**src/rtl/sid_i2s_tx.sv**
```systemverilog
// sid_i2s_tx: box-car decimator for the SID voice mix feeding a mono 16-bit
// I2S transmitter (same sample on both channels), with BCLK/LRCLK derived from clk.
`default_nettype none

module sid_i2s_tx #(
    parameter int BCLK_DIV   = 8,
    parameter int DECIM_LOG2 = 5
) (
    input  logic        clk,
    input  logic        rst_n,
    input  logic [15:0] i_sample,
    input  logic        i_sample_valid,
    output logic        o_i2s_bclk,
    output logic        o_i2s_lrclk,
    output logic        o_i2s_sdata,
    output logic        o_overrun,
    output logic        o_underrun
);

    localparam int ACC_W = 16 + DECIM_LOG2;
    localparam int DIV_W = (BCLK_DIV > 1) ? $clog2(BCLK_DIV) : 1;
    localparam logic [DIV_W-1:0] DIV_LAST = DIV_W'(BCLK_DIV - 1);

    logic signed [ACC_W-1:0]  acc_q;
    logic [DECIM_LOG2-1:0]    n_q;
    logic [15:0]              hold_q;
    logic                     pend_q;
    logic [15:0]              out_q;
    logic [DIV_W-1:0]         div_q;
    logic [5:0]               f_q;
    logic                     bclk_q;
    logic                     lrclk_q;
    logic                     sdata_q;
    logic                     over_q;
    logic                     under_q;

    logic signed [ACC_W-1:0]  sum_d;
    logic signed [ACC_W-1:0]  avg_d;
    logic [5:0]               f_d;
    logic                     div_wrap;
    logic                     fall_evt;
    logic                     load_evt;
    logic                     last_smp;
    logic [15:0]              out_next;
    logic [4:0]               slot;
    logic [3:0]               bit_idx;
    logic                     sdata_d;

    assign sum_d    = acc_q + {{DECIM_LOG2{i_sample[15]}}, i_sample};
    assign avg_d    = sum_d >>> DECIM_LOG2;
    assign div_wrap = (div_q == DIV_LAST);
    assign fall_evt = div_wrap & bclk_q;
    assign f_d      = f_q + 6'd1;
    assign load_evt = fall_evt & (f_d == 6'd0);
    assign last_smp = i_sample_valid & (n_q == '1);

    // The load sees the pre-write holding register, so a same-cycle decimation
    // write is not consumed by this frame.
    assign out_next = (load_evt && pend_q) ? hold_q : out_q;
    assign slot     = f_d[4:0];
    assign bit_idx  = 4'(5'd16 - slot);

    always_comb begin
        sdata_d = 1'b0;
        if (slot >= 5'd1 && slot <= 5'd16) begin
            sdata_d = out_next[bit_idx];
        end
    end

    always_ff @(posedge clk or negedge rst_n) begin
        if (!rst_n) begin
            acc_q   <= '0;
            n_q     <= '0;
            hold_q  <= '0;
            pend_q  <= 1'b0;
            out_q   <= '0;
            div_q   <= '0;
            f_q     <= 6'd63;
            bclk_q  <= 1'b0;
            lrclk_q <= 1'b0;
            sdata_q <= 1'b0;
            over_q  <= 1'b0;
            under_q <= 1'b0;
        end else begin
            over_q  <= 1'b0;
            under_q <= 1'b0;

            if (div_wrap) begin
                div_q  <= '0;
                bclk_q <= ~bclk_q;
            end else begin
                div_q  <= div_q + 1'b1;
            end

            if (i_sample_valid) begin
                if (last_smp) begin
                    hold_q <= avg_d[15:0];
                    acc_q  <= '0;
                    n_q    <= '0;
                    over_q <= pend_q & ~load_evt;
                end else begin
                    acc_q  <= sum_d;
                    n_q    <= n_q + 1'b1;
                end
            end

            if (last_smp) begin
                pend_q <= 1'b1;
            end else if (load_evt) begin
                pend_q <= 1'b0;
            end

            if (fall_evt) begin
                f_q     <= f_d;
                lrclk_q <= f_d[5];
                sdata_q <= sdata_d;
                if (load_evt) begin
                    if (pend_q) begin
                        out_q <= hold_q;
                    end else begin
                        under_q <= 1'b1;
                    end
                end
            end
        end
    end

    assign o_i2s_bclk  = bclk_q;
    assign o_i2s_lrclk = lrclk_q;
    assign o_i2s_sdata = sdata_q;
    assign o_overrun   = over_q;
    assign o_underrun  = under_q;

endmodule

`default_nettype wire

```
**config.mk**
```make
export PLATFORM = sky130hd
export DESIGN_NAME = sid_i2s_tx
export DESIGN_NICKNAME = d
export VERILOG_FILES = /design/src/rtl/sid_i2s_tx.sv
export SDC_FILE = /design/constraint.sdc
export NUM_CORES = 1
export LEC_CHECK = 0
export ABC_AREA = 0
export ABC_CLOCK_PERIOD_IN_PS = 8250
export BUFFER_PORTS_ARGS = -buffer_cell sky130_fd_sc_hd__buf_2
export CAP_MARGIN = 20
export CORE_MARGIN = 8
export CORE_UTILIZATION = 25
export CTS_BUF_LIST = sky130_fd_sc_hd__clkbuf_8
export DETAILED_ROUTE_END_ITERATION = 7
export MAX_ROUTING_LAYER = met4
export SLEW_MARGIN = 20
export SYNTH_ARGS = -nofsm -noshare
export SYNTH_HDL_FRONTEND = slang
export SYNTH_SLANG_ARGS = --single-unit
```
**constraint.sdc**
```tcl
create_clock -name clk -period 8.25 [get_ports clk]
set_clock_uncertainty 0.05 [all_clocks]
set_input_delay 0.4125 -clock clk [delete_from_list [all_inputs] [get_ports clk]]
set_output_delay 0.4125 -clock clk [all_outputs]
set_load 0.1 [all_outputs]
```
==> results.json <==
{
  "status": "completed",
  "cap_violations": 0,
  "p_seq_share_pct": 37.8,
  "dr_wl_met3_um": 268,
  "port_buffers": 23,
  "drc_errors": 0,
  "switching_share_pct": 37.9,
  "min_period_over_period_pct": 38.7,
  "synthTopCellsByArea": "dfrtp_1 41%, ha_1 8.0%, dfstp_2 3.9%",
  "ctsHoldBuffers": 0,
  "die_h_um": 143,
  "finalPower_uw": 1350,
  "initial_core_util_pct": 25.6,
  "ys_seq_elements": 73,
  "hpwlAfterDp_mm": 6.17,
  "slew_headroom_pct": 37.0,
  "synth.most_common_cell": "dfrtp_1",
  "drv_slew": 0,
  "syn_to_final_growth_pct": 12.6,
  "grt_pass1_wl_mm": 15.0,
  "crit_end": "o_i2s_sdata",
  "rsz0062_at_grt": "false",
  "finalHoldViolations": 0,
  "wirelength_met1_mm": 4.34,
  "ys_types": 57,
  "p_leak_uw": 0.00218,
  "drt_iter0_drc": 190,
  "avgRoutedWirePerCell_um": 13.7,
  "p_clk_share_pct": 19.3,
  "startpoint": "f_q[0]",
  "h-tree-depth": 3,
  "drive_gt1_share_pct": 18.6,
  "gr-total-overflow": 0,
  "reg2reg_from": "f_q[0]",
  "row_count": 46,
  "ys_seq_area_share_pct": 45.1,
  "ctsResizeCount": 0,
  "ant_nets": 0,
  "synth_edf_count": 0,
  "setup_viol": 0,
  "rr_endpoint": "o_i2s_sdata",
  "synthCells": 382,
  "grt_usage_pct": 9.32,
  "met2_length_mm": 3.88,
  "insertion_delay_ps": 360,
  "start_kind": "flip-flop",
  "boundaryPins": 24,
  "grt_antenna_before_repair": 0,
  "antennaDiodeCount": 0,
  "cts_buffers": 9,
  "dieArea_mm2": 0.0206,
  "synth_fp_nets": 428,
  "synthArstFlopShare_pct": 100,
  "worstPathArrival_ps": 3370,
  "power.switching_uw": 512,
  "fmax_ghz": 0.314,
  "synth_area_per_cell_um2": 10.6,
  "nNetsFinal": 451,
  "post_cts_buffers": 0,
  "clock_sink_count": 73,
  "ys.warnings.count": 0,
  "dieWidth_um": 143,
  "cell_internal_pwr_uw": 839,
  "cellPowerDensity_mw_per_mm2": 295,
  "synth_top_cells_by_count": "67 x dfrtp_1, 33 x nand2_1, 27 x inv_1",
  "syn-cell-area_mm2": 0.00406,
  "yosys.area.top_type_share_pct": 41.3,
  "pwr-share-comb_pct": 43.0,
  "cp_data_required_time_ps": 8430,
  "grt_pass1_vias": 2994,
  "gp_congestion": 0.840,
  "critical_path.max_fanout": 16,
  "drt_wl_total_mm": 8.56,
  "hp-class": "in2async",
  "dr.pass1.iters": 6,
  "ys.flop_type": "dfrtp_1",
  "fin_crit_ps": 3190,
  "vdd_drop_max_mv": 0.136,
  "clock_tree.root_cell": "clkbuf_8",
  "reg2reg_slack_ps": 5060,
  "route.vias.total": 2852,
  "path_clk_slew_ps": 70,
  "finalSetupTns_ps": 0,
  "cp-end-kind": "flip-flop",
  "core_area_mm2": 0.0159,
  "maxUsedRoutingLayer": "met4",
  "crit_type": "reg2reg",
  "clockBufferDepth": 2,
  "cts_tree": "done",
  "via_per_inst": 4.56,
  "grt_max_degree": 74,
  "tightest_slew_ps": 943,
  "r2r_cells": 9,
  "yosysTopAreaCell": "dfrtp_1"
}
==> cells in the final DEF, fill, tap and decap left out, types with 2 or more instances in the layout <==
cell type and count:
mux2i_1 3, inv_1 28, o21a_1 5, mux2_2 13, o21ai_1 10, dfrtp_1 67
o32ai_1 2, mux4_2 4, mux2_1 2, and3_1 3, buf_2 23, a31o_1 2
nor2_1 15, o21ai_0 15, nand2_1 33, ha_1 26, clkbuf_8 12, nand3_1 9
a31oi_1 3, or3b_1 2, xor2_1 12, dfstp_2 6, a21o_1 9, nor2b_1 7
nand2b_1 4, nor3b_1 3, xnor2_1 10, a21oi_1 16, or2_2 3, o22ai_1 17
o211ai_1 3, mux2_4 8, o31ai_1 5, a31o_2 2, nor3_1 4
==> final cells by class <==
type / instances / area, µm²
fillers: 1693 / 11300
multi-input cells: 270 / 2070
flip-flops and latches: 73 / 1830
well taps: 216 / 270
clock buffers: 12 / 165
repair buffers: 24 / 123
inverters: 27 / 101
clock inverters: 3 / 16.3
==> worst min-delay path by stage <==
stage / startpoint / to
2_1_floorplan: rst_n / acc_q[0]
3_3_place_gp: div_q[0] / div_q[0]
3_5_place_dp: div_q[0] / div_q[0]
4_1_cts: rst_n / o_i2s_lrclk
5_1_grt: rst_n / o_i2s_lrclk
6_report: rst_n / o_i2s_lrclk
==> state kept, by name, summed over array words and instances, names as in the netlist <==
name,cells
hold_q,16
o_overrun,1
div_q,3
acc_q,21
f_q,6
o_underrun,1
n_q,5
o_i2s_sdata,1
out_q,16
o_i2s_bclk,1
o_i2s_lrclk,1
pend_q,1
==> metrics by stage <==
stage                     setup slack (ps)  utilization, %  instance area (µm²)  hold WS, ps  cells
after CTS                             5040            28.8                 4580          268    625
after global routing                  4850            28.8                 4580          294    625
final                                 5060            28.8                 4580          224    625
after detailed placement              5050            27.7                 4390          367    610
after global placement                5110            27.7                 4390          365    610
after floorplan                       5050               -                 4060         66.9    382
==> layer usage <==
| metal | GRT usage (%) | vias to the layer above |
|---|---|---|
| li1 | - | 1417 |
| met5 | - | - |
| met2 | 14.3 | 30 |
| met1 | 11.8 | 1395 |
| met4 | 2.27 | 0 |
| met3 | 2.79 | 10 |
==> power groups by stage <==
stage / Clock [µW] / Combinational, µW / Sequential, µW
2_1_floorplan: 0 / 452 / 500
3_3_place_gp: 0 / 566 / 513
3_5_place_dp: 0 / 579 / 517
4_1_cts: 272 / 583 / 511
5_1_grt: 290 / 659 / 524
6_report: 260 / 581 / 510
==> kinds of logic after synthesis <==
family	share of synthesized area, %
XOR/XNOR	5.30
AO/OA/AOI/OAI	16.1
flip-flops	45.1
buffers and inverters	4.03
adder cells (fa/ha/maj)	8.50
AND/OR/NAND/NOR	10.9
multiplexers	10.1
==> critical path, stage by stage (launching register included) <==
cell     delay, ps
dfstp_2        640
ha_1           300
nand2_1        100
nor2_1         210
nand3_2        430
mux2_4         450
mux4_2         470
mux2i_1        170
mux2_2         180
o31ai_1         60
Power figures use the tool's default switching activity.
